==> src/rtl/demux_1x4_stream_if.sv <==
`default_nettype none
// ============================================================================
//  Module   : demux_1x4_stream_if
//  Purpose  : Stream bundle for the 1:4 demultiplexer: one valid/ready input
//             stream (with a 2-bit channel select) and four output channels.
//  Revision : 1.0  initial release
// ============================================================================
interface demux_1x4_stream_if #(
    parameter int WIDTH = 8
);
    logic [WIDTH-1:0]   in_data;
    logic [1:0]         in_sel;
    logic               in_valid;
    logic               in_ready;
    logic [4*WIDTH-1:0] out_data;
    logic [3:0]         out_valid;
    logic [3:0]         out_ready;

    // Demultiplexer side: consumes the input stream, sources the channels.
    modport slave (
        input  in_data,
        input  in_sel,
        input  in_valid,
        output in_ready,
        output out_data,
        output out_valid,
        input  out_ready
    );

    // Producer/consumer side: drives the input stream, sinks the channels.
    modport master (
        output in_data,
        output in_sel,
        output in_valid,
        input  in_ready,
        input  out_data,
        input  out_valid,
        output out_ready
    );
endinterface
`default_nettype wire

==> src/rtl/demux_1x4_stream.sv <==
`default_nettype none
// ============================================================================
//  Module   : demux_1x4_stream
//  Purpose  : Registered 1-to-4 stream demultiplexer. The input word is
//             steered by in_sel into one of four one-entry output registers,
//             each with its own valid/ready handshake and a saturating
//             accepted-word counter.
//  Revision : 1.0  initial release
// ============================================================================
module demux_1x4_stream #(
    parameter int WIDTH = 8,
    parameter int CNT_W = 8
) (
    input  wire logic               clk,
    input  wire logic               rst_n,
    demux_1x4_stream_if.slave       bus,
    input  wire logic               cnt_clr,
    output logic [4*CNT_W-1:0]      cnt
);

    typedef enum logic [0:0] {
        ST_EMPTY = 1'b0,
        ST_FULL  = 1'b1
    } chan_state_e;

    localparam logic [CNT_W-1:0] c_cnt_max = '1;

    logic [3:0]         w_valid;
    logic [3:0]         w_load;
    logic [3:0]         w_drain;
    logic [4*WIDTH-1:0] w_out_data;
    logic               w_in_ready;
    logic               w_accept;

    // Ready only looks at the targeted channel, so a blocked channel stalls
    // the input only while it is the one being addressed. A full channel that
    // drains this cycle can still take the next word (pass-through ready).
    assign w_in_ready = rst_n & (~w_valid[bus.in_sel] | bus.out_ready[bus.in_sel]);
    assign w_accept   = bus.in_valid & w_in_ready;

    assign bus.in_ready  = w_in_ready;
    assign bus.out_valid = w_valid;
    assign bus.out_data  = w_out_data;

    for (genvar i = 0; i < 4; i++) begin : g_chan
        localparam logic [1:0] c_ch_sel = 2'(i);

        chan_state_e      r_state;
        chan_state_e      w_state_nxt;
        logic [WIDTH-1:0] r_data;
        logic [CNT_W-1:0] r_cnt;

        assign w_load[i]  = w_accept & (bus.in_sel == c_ch_sel);
        assign w_drain[i] = w_valid[i] & bus.out_ready[i];
        assign w_valid[i] = (r_state == ST_FULL);

        assign w_out_data[i*WIDTH +: WIDTH] = r_data;
        assign cnt[i*CNT_W +: CNT_W]        = r_cnt;

        // Channel occupancy: a load wins over a same-cycle drain.
        always_comb begin
            w_state_nxt = r_state;
            case (r_state)
                ST_EMPTY: if (w_load[i])                 w_state_nxt = ST_FULL;
                ST_FULL:  if (w_drain[i] && !w_load[i])  w_state_nxt = ST_EMPTY;
                default:                                 w_state_nxt = ST_EMPTY;
            endcase
        end

        // State and held word; data only changes on a load, so it is stable while stalled.
        always_ff @(posedge clk) begin
            if (!rst_n) begin
                r_state <= ST_EMPTY;
                r_data  <= '0;
            end else begin
                r_state <= w_state_nxt;
                if (w_load[i]) begin
                    r_data <= bus.in_data;
                end
            end
        end

        // Saturating accepted-word counter; clear beats a same-cycle increment.
        always_ff @(posedge clk) begin
            if (!rst_n || cnt_clr) begin
                r_cnt <= '0;
            end else if (w_load[i] && (r_cnt != c_cnt_max)) begin
                r_cnt <= r_cnt + CNT_W'(1);
            end
        end
    end

endmodule
`default_nettype wire

==> src/flat_wrapper.sv <==
// flat-port wrapper written by rule: the top's interface ports become plain ports
module demux_1x4_stream_flat 
#(
    parameter int WIDTH = 8,
    parameter int CNT_W = 8
)
  (clk, rst_n, cnt_clr, cnt, bus_in_data, bus_in_sel, bus_in_valid, bus_in_ready, bus_out_data, bus_out_valid, bus_out_ready);
  demux_1x4_stream_if #(.WIDTH(WIDTH)) bus_i ();
  input  wire logic clk;
  input  wire logic rst_n;
  input  wire logic cnt_clr;
  output logic [4*CNT_W-1:0] cnt;
  input wire logic [$bits(bus_i.in_data)-1:0] bus_in_data;
  input wire logic [$bits(bus_i.in_sel)-1:0] bus_in_sel;
  input wire logic [$bits(bus_i.in_valid)-1:0] bus_in_valid;
  output wire logic [$bits(bus_i.in_ready)-1:0] bus_in_ready;
  output wire logic [$bits(bus_i.out_data)-1:0] bus_out_data;
  output wire logic [$bits(bus_i.out_valid)-1:0] bus_out_valid;
  input wire logic [$bits(bus_i.out_ready)-1:0] bus_out_ready;
  assign bus_i.in_data = bus_in_data;
  assign bus_i.in_sel = bus_in_sel;
  assign bus_i.in_valid = bus_in_valid;
  assign bus_in_ready = bus_i.in_ready;
  assign bus_out_data = bus_i.out_data;
  assign bus_out_valid = bus_i.out_valid;
  assign bus_i.out_ready = bus_out_ready;
  demux_1x4_stream #(.WIDTH(WIDTH), .CNT_W(CNT_W)) u_core (.clk(clk), .rst_n(rst_n), .bus(bus_i), .cnt_clr(cnt_clr), .cnt(cnt));
endmodule
==> config.mk <==
export PLATFORM = sky130hd
export DESIGN_NAME = demux_1x4_stream_flat
export DESIGN_NICKNAME = d
export VERILOG_FILES = /design/src/rtl/demux_1x4_stream_if.sv /design/src/rtl/demux_1x4_stream.sv /design/src/flat_wrapper.sv
export SDC_FILE = /design/constraint.sdc
export NUM_CORES = 1
export LEC_CHECK = 0
export ABC_AREA = 1
export BUFFER_PORTS_ARGS = -buffer_cell sky130_fd_sc_hd__buf_2
export CELL_PAD_IN_SITES_DETAIL_PLACEMENT = 1
export CELL_PAD_IN_SITES_GLOBAL_PLACEMENT = 1
export CORE_AREA = 4 4 109 111
export CTS_CLUSTER_SIZE = 24
export DETAILED_ROUTE_END_ITERATION = 10
export DIE_AREA = 0 0 113 115
export GPL_TIMING_DRIVEN = 0
export MAX_ROUTING_LAYER = met4
export PLACE_DENSITY = 0.64
export SYNTH_ARGS = -nofsm -noshare
export SYNTH_HDL_FRONTEND = slang
export SYNTH_SLANG_ARGS = --single-unit
==> constraint.sdc <==
create_clock -name clk -period 4.5 [get_ports clk]
set_input_delay 0.9 -clock clk [delete_from_list [all_inputs] [get_ports clk]]
set_output_delay 0.9 -clock clk [all_outputs]
set_load 0.005 [all_outputs]
==> results.yml, run 1 <==
timing:
  setup_violations: 0
  period_share: 0.715
  fmax_mhz: 311
  max_slew_margin: 0.663
  hold_violations: 0
  worst_slew_pin_slew_ns: 0.506
  finalCriticalPeriod_ns: 3.22
  timing.setup.tns_ns: 0
  rsz0062_at_grt: "false"
  hold_slack_ns: 0.463
  finClkSkew_ns: 0.0113
  setup_ws_ns: 1.28
  finalMaxSlewViolations: 0
clock_network:
  clock-sinks: 68
  clk_latency_ns: 0.37
  root_buffer: "clkbuf_8"
  cts_tree: "built"
  post_cts_buffers: 0
  cts-htree-levels: 3
  postCtsHoldBufs: 0
  clk_pin_slew_worst_paths_ns: 0.08
  ctsResizeCount: 0
  cts_buffers: 9
  cts_max_path_buffers: 2
synthesis:
  synth_commonest_cells: "nand2_1, nor2_1, dfxtp_1, a21oi_1, inv_1"
  synth_edf_count: 0
  synthTopCellsByArea: "dfxtp_1, nand2_1, nor2_1"
  synth.distinct_cells: 27
  synth_top_area_frac: 0.425
  yosys_warnings: 0
  synth_nets: 475
  synth_async_sr_flop_share: 0
  synth-seq-cells: 68
  syn_avg_cell_area_sq_um: 7.07
  netlist_area_sq_mm: 0.00320
  netlist_instances: 453
  synth_ff_type: "dfxtp_1"
  synth_most_common_cell: "nand2_1"
  ys_seq_area_frac: 0.425
  synth_top_cell_by_area: "dfxtp_1"
route:
  first_pass_iters: 4
  ant_nets: 0
  vias_per_cell: 4.49
  drt-initial-drc-count: 93
  routed_wl_microns: 9290
  drc: 0
  vias: 3117
  wire_per_inst_microns: 13.4
job:
  cap_violations: 0
place:
  dp_hpwl_microns: 7180
  gp_congestion: 0.793
  io_buffers: 85
  dpl_worst_slack_ns: 1.23
die:
  rows: 38
  fp.dieArea_sq_mm: 0.0130
  fp.coreArea_sq_mm: 0.0108
  die_w_microns: 113
  num_io_pins: 87
  die_h_microns: 115
  start_util: 0.297
final_layout:
  area_growth_pct: 24.3
  drive_above_1_share: 0.258
  n_antenna_cell: 0
  nets: 571
  seq_area_sq_mm: 0.00136
  final_util: 0.369
  fill_cells: 1387
  multi_input_area_sq_mm: 0.00158
pwr:
  ir_drop_uv: 119
  p_per_area_mw_per_mm2: 296
  p_leak_uw: 0.00170
global_route:
  grtUsageTotal: 0.153
  grt_max_degree: 14
  antenna_found_initial: 0
  grt_pass1_vias: 3121
  overflow: 0
  grt_pass1_wl_microns: 15200
run_status:
  outcome: "completed"
critical_path:
  crit_path_start_kind: "primary input"
  cp_data_required_time_ns: 3.60
  critical_path_class: "in -> out"
  end_kind: "output port"
  critPathMaxFanout: 10
  arrival_ns: 2.32
min_path:
  hp-class: "reg -> reg"
-- placed cells by master, fill, tap and decap left out, drive strengths merged --
master / count
nand2: 159
nor2: 90
inv: 32
ha: 4
clkinv: 5
o21ai: 2
a21oi: 44
dfxtp: 68
nand3b: 1
xnor2: 4
o21bai: 2
or2: 1
nor3: 3
clkbuf: 13
nand4: 8
nand3: 17
buf: 100
clkinvlp: 1
-- final timing paths --
kind | slack, ns | endpoint | depth (start not counted) | start
max | 1.28 | bus_in_ready | 6 | rst_n
min | 0.46 | u_core.g_chan[1].r_data[1] | 2 | u_core.g_chan[1].r_data[1]
max reg2reg | 2.66 | u_core.g_chan[2].r_cnt[5] | 8 | u_core.g_chan[2].r_cnt[0]
min reg2reg | 0.46 | u_core.g_chan[1].r_data[1] | 2 | u_core.g_chan[1].r_data[1]
-- area by class of cell --
class / count / share of cell area
clock buffer: 9 / 0.0311
clock inverter: 7 / 0.0132
tap: 140 / 0.0440
timing repair buffer: 85 / 0.107
buffer: 19 / 0.0368
sequential: 68 / 0.342
inverter: 31 / 0.0293
multi-input combinational: 335 / 0.396
-- critical path, cell delays in order --
cell and delay [ns]:
buf_2 0.18, inv_1 0.10, clkbuf_1 0.40, clkbuf_1 0.46, a21oi_1 0.11, buf_2 0.16
-- registers in the layout (all words and copies together) (netlist names) --
| register | count |
|---|---|
| u_core.g_chan.r_data | 32 |
| u_core.g_chan.r_state | 4 |
| u_core.g_chan.r_cnt | 32 |
-- logic make-up (layout without fill, tap and decap cells) --
logic type | count (synthesis) | count (layout) | synth area share
compound gates | 48 | 48 | 0.0801
xor+xnor | 4 | 4 | 0.0109
fa+ha+maj | 4 | 4 | 0.0156
buf+inv | 50 | 151 | 0.0821
flops | 68 | 68 | 0.425
simple gates | 279 | 279 | 0.386
-- through the flow --
step	area [sq um]	power (uW)	cells
2_1_floorplan	3200	683	453
3_3_place_gp	3800	723	678
3_5_place_dp	3800	725	678
4_1_cts	3980	1210	694
5_1_grt	3980	1240	694
6_report	3980	1180	694
-- power breakdown --
part / internal [uW] / switching, uW
sequential: 610 / 5.67
combinational: 33.7 / 59.1
clock: 202 / 268
-- layer usage --
layer	vias to the layer above	GRT usage	part of all wire
met2	44	0.254	0.49
li1	1611	-	-
met1	1449	0.178	0.45
met5	-	-	0
met4	0	0.0777	0.025
met3	13	0.0289	0.035
(Power assumes the default switching activity.)
==> run 2: changes to the inputs <==
- PLACE_DENSITY: 0.64 -> 0.66
- clock period: 4.5 -> 2.6 ns (I/O delays scaled with it)
==> results.yml, run 2 (synthesis results as in run 1) <==
run_status:
  outcome: "completed"
pwr:
  p_per_area_mw_per_mm2: 534
  pwr-share-comb: 0.076
  intPower_uw: 1560
  p_clk_frac: 0.426
  power_uw: 2140
  p_sw_uw: 577
  p_seq_frac: 0.498
  netSwitchingFraction: 0.270
  ir_drop_uv: 189
  p_leak_uw: 0.00170
die:
  rows: 38
  fp.coreArea_sq_mm: 0.0108
  die_h_microns: 115
  num_io_pins: 87
  die_w_microns: 113
  fp.dieArea_sq_mm: 0.0130
  start_util: 0.297
global_route:
  grt_pass1_vias: 3099
  grt_max_degree: 14
  antenna_found_initial: 0
  grtUsageTotal: 0.152
  grt_pass1_wl_microns: 15100
  overflow: 0
final_layout:
  nets: 571
  final_cell_mix: "nand2_1, buf_2, nor2_1, dfxtp_1, a21oi_1"
  layout_commonest_cell: "nand2_1"
  final_util: 0.371
  seq_area_sq_mm: 0.00136
  fill_cells: 1404
  n_antenna_cell: 0
  area_growth_pct: 25.1
  multi_input_area_sq_mm: 0.00158
  drive_above_1_share: 0.260
  finalNonFillerCells: 694
  biggestRegsByFlops: "u_core.g_chan.r_cnt (32), u_core.g_chan.r_data (32), u_core.g_chan.r_state (4)"
min_path:
  min_from: "bus_out_ready[0]"
  hp-class: "in -> reg"
clock_network:
  clk_pin_slew_worst_paths_ns: 0.08
  root_buffer: "clkbuf_8"
  cts-htree-levels: 3
  cts_tree: "built"
  post_cts_buffers: 0
  postCtsHoldBufs: 0
  cts_buffers: 9
  cts_max_path_buffers: 2
  clk_latency_ns: 0.36
  clock-sinks: 68
  ctsResizeCount: 0
route:
  ant_nets: 0
  drc: 0
  first_pass_iters: 4
  routed_wl_microns: 9390
  drt-initial-drc-count: 115
  vias_per_cell: 4.46
  wire_per_inst_microns: 13.5
  vias: 3094
place:
  io_buffers: 85
  gp_congestion: 0.783
  dp_hpwl_microns: 7280
  dpl_worst_slack_ns: 0.0948
  dp_cells: 678
timing:
  fmax_mhz: 441
  max_slew_margin: 0.660
  rsz0062_at_grt: "false"
  hold_violations: 0
  setup_ws_ns: 0.332
  finClkSkew_ns: 0.00673
  finalCriticalPeriod_ns: 2.27
  timing.setup.tns_ns: 0
  worst_slew_pin_slew_ns: 0.510
  period_share: 0.872
  setup_violations: 0
  finalMaxSlewViolations: 0
critical_path:
  arrival_ns: 1.75
  crit_start: "rst_n"
  critPathMaxFanout: 10
  crit_chain: "buf_2 > inv_1 > clkbuf_1 > clkbuf_2 > a21oi_1 > buf_2"
  rr_startpoint: "u_core.g_chan[2].r_cnt[0]"
  cp_data_required_time_ns: 2.08
  end_kind: "output port"
  cp_slowest_cell: "clkbuf_1"
  critPathMaxStageDelay_ns: 0.38
  crit_path_start_kind: "primary input"
  critical_path_class: "in -> out"
  worst_path_most_repeated_cell: "buf_2"
job:
  cap_violations: 0
==> run 2: cell count changes in the layout (fill, tap and decap cells not counted) <==
cell and delta:
clkbuf_1 -1, clkinv_4 -1, clkinv_2 -1, clkbuf_2 +1
clkinvlp_4 +1, bufinv_16 +1
==> run 2: cell type report <==
type	count	share of cell area
clock inverters	7	0.0191
well taps	140	0.0438
multi-input cells	335	0.394
flip-flops and latches	68	0.340
repair buffers	85	0.106
clock buffers	9	0.0309
inverters	31	0.0291
plain buffers	19	0.0369
==> run 2: routing by layer <==
metal	GRT usage	share of wire	vias up
met5	-	0	-
met2	0.256	0.50	41
met4	0.0601	0.014	0
met1	0.175	0.45	1436
li1	-	-	1607
met3	0.0342	0.035	10
==> run 2: worst paths after layout <==
check	end	slack (ns)	depth (start not counted)
max	bus_in_ready	0.33	6
min	u_core.g_chan[0].r_state	0.43	4
max reg2reg	u_core.g_chan[2].r_cnt[7]	0.82	8
min reg2reg	u_core.g_chan[1].r_data[3]	0.46	2
==> run 2: critical path, delay by kind of cell <==
family                 cells  cell delay [ns]
AOI/OAI and AO/OA          1             0.08
buffers and inverters      5             1.14
==> run 2: power groups by stage <==
stage,Sequential (uW),Clock [uW],Combinational (uW)
after detailed placement,1090,0,166
after CTS,1070,942,167
after global placement,1090,0,161
after global routing,1070,988,182
final,1060,911,162
after floorplan,1090,0,92.3
==> run 2: metrics by stage <==
step	hold slack, ns	instance area [sq um]
2_1_floorplan	0.457	3200
3_3_place_gp	0.451	3800
3_5_place_dp	0.455	3800
4_1_cts	0.408	4000
5_1_grt	0.427	4000
6_report	0.427	4000
==> run 3: changes to the inputs <==
- RECOVER_POWER: unset -> 25
- REMOVE_ABC_BUFFERS: unset -> 1
- SLEW_MARGIN: unset -> 0
==> results.yml, run 3 (synthesis results as in run 1) <==
run_status:
  outcome: "completed"
clock_network:
  post_cts_buffers: 0
  clk_latency_ns: 0.33
  cts_tree: "built"
  cts_max_path_buffers: 2
  cts-htree-levels: 3
  clock-sinks: 68
  ctsResizeCount: 0
  clk_pin_slew_worst_paths_ns: 0.07
  root_buffer: "clkbuf_8"
  postCtsHoldBufs: 0
  cts_buffers: 9
final_layout:
  drive_above_1_share: 0.200
  final_util: 0.354
  area_growth_pct: 19.4
  fin_area_sq_mm: 0.00382
  final_cell_mix: "nand2_1, nor2_1, dfxtp_1, buf_2, a21oi_1"
  n_antenna_cell: 0
  nets: 554
  biggestRegsByFlops: "u_core.g_chan.r_cnt (32), u_core.g_chan.r_data (32), u_core.g_chan.r_state (4)"
  layout_commonest_cell: "nand2_1"
place:
  io_buffers: 86
  dp_hpwl_microns: 6640
  dpl_cell_area_sq_mm: 0.00369
  gp_congestion: 0.799
timing:
  setup_violations: 0
  hold_slack_ns: 0.454
  rsz0062_at_grt: "false"
  fmax_mhz: 417
  period_share: 0.922
  finalMaxSlewViolations: 0
  worst_slew_pin_slew_ns: 1.23
  timing.setup.tns_ns: 0
  hold_violations: 0
  finClkSkew_ns: 0.0122
  finalCriticalPeriod_ns: 2.40
  max_slew_margin: 0.178
pwr:
  ir_drop_uv: 193
  p_clk_frac: 0.377
  intPower_uw: 1460
  netSwitchingFraction: 0.250
  p_leak_uw: 0.00153
  p_seq_frac: 0.546
  p_per_area_mw_per_mm2: 511
  pwr-share-comb: 0.076
  power_uw: 1950
  p_sw_uw: 488
min_path:
  hp-class: "in -> reg"
die:
  rows: 38
  num_io_pins: 87
  fp.dieArea_sq_mm: 0.0130
  fp.coreArea_sq_mm: 0.0108
  die_w_microns: 113
  die_h_microns: 115
  start_util: 0.297
critical_path:
  cp_data_required_time_ns: 2.08
  critical_path_class: "in -> out"
  critPathMaxFanout: 38
  crit_path_start_kind: "primary input"
  end_kind: "output port"
  arrival_ns: 1.88
route:
  met3_length_microns: 430
  highest_layer: "met4"
  ant_nets: 0
  drt-initial-drc-count: 79
  wire_per_inst_microns: 13.3
  wl_met1_microns: 4040
  drc: 0
  wl_met2_microns: 4390
  routed_wl_microns: 8980
  vias: 3056
  first_pass_iters: 5
  vias_per_cell: 4.53
global_route:
  grt_pass1_vias: 3187
  grtUsageTotal: 0.149
  grt_pass1_wl_microns: 15200
  antenna_found_initial: 0
  overflow: 0
  grt_max_degree: 39
job:
  cap_violations: 0
## run 3: changes by cell type in the layout (fill, tap and decap cells not counted), sizes merged
cell	change
clkbuf	+19
bufinv	-1
buf	-34
inv	-1
clkinvlp	-2
## run 3: path summary, 6_finish.rpt
check | slack [ns] | cells past startpoint | start | endpoint
worst max-delay path | 0.20 | 4 | rst_n | bus_in_ready
worst min register to register | 0.47 | 2 | u_core.g_chan[1].r_data[5] | u_core.g_chan[1].r_data[5]
worst min-delay path | 0.45 | 4 | bus_out_ready[2] | u_core.g_chan[2].r_state
worst max register to register | 0.78 | 8 | u_core.g_chan[2].r_cnt[0] | u_core.g_chan[2].r_cnt[7]
## run 3: critical path: stages
cell and delay [ns]:
buf_2 0.18, inv_1 0.91, a21oi_1 0.07, buf_2 0.19
## run 3: per-layer routing
metal / up-vias / global-route usage
met4: 0 / 0.0553
met2: 57 / 0.246
li1: 1574 / -
met5: - / -
met3: 10 / 0.0342
met1: 1415 / 0.178
## run 3: power by group through the flow
| stage | logic [uW] | clock network, uW | registers [uW] |
|---|---|---|---|
| after floorplan | 77.9 | 0 | 1090 |
| after CTS | 155 | 776 | 1070 |
| after global placement | 146 | 0 | 1090 |
| final | 149 | 736 | 1070 |
| after global routing | 169 | 830 | 1070 |
| after detailed placement | 155 | 0 | 1090 |
## run 3: final cells by class
class,instances,area [sq um]
Clock buffer,11,141
Clock inverter,3,15.0
Fill cell,1410,6970
Inverter,31,116
Multi-Input combinational cell,335,1580
Sequential cell,68,1360
Tap cell,140,175
Timing Repair Buffer,87,432
## run 3: per-stage QoR
step	setup slack (ns)	instances
5_1_grt	0.0394	675
3_3_place_gp	-1.38	660
2_1_floorplan	0.153	434
3_5_place_dp	-0.107	661
4_1_cts	0.148	675
6_report	0.203	675
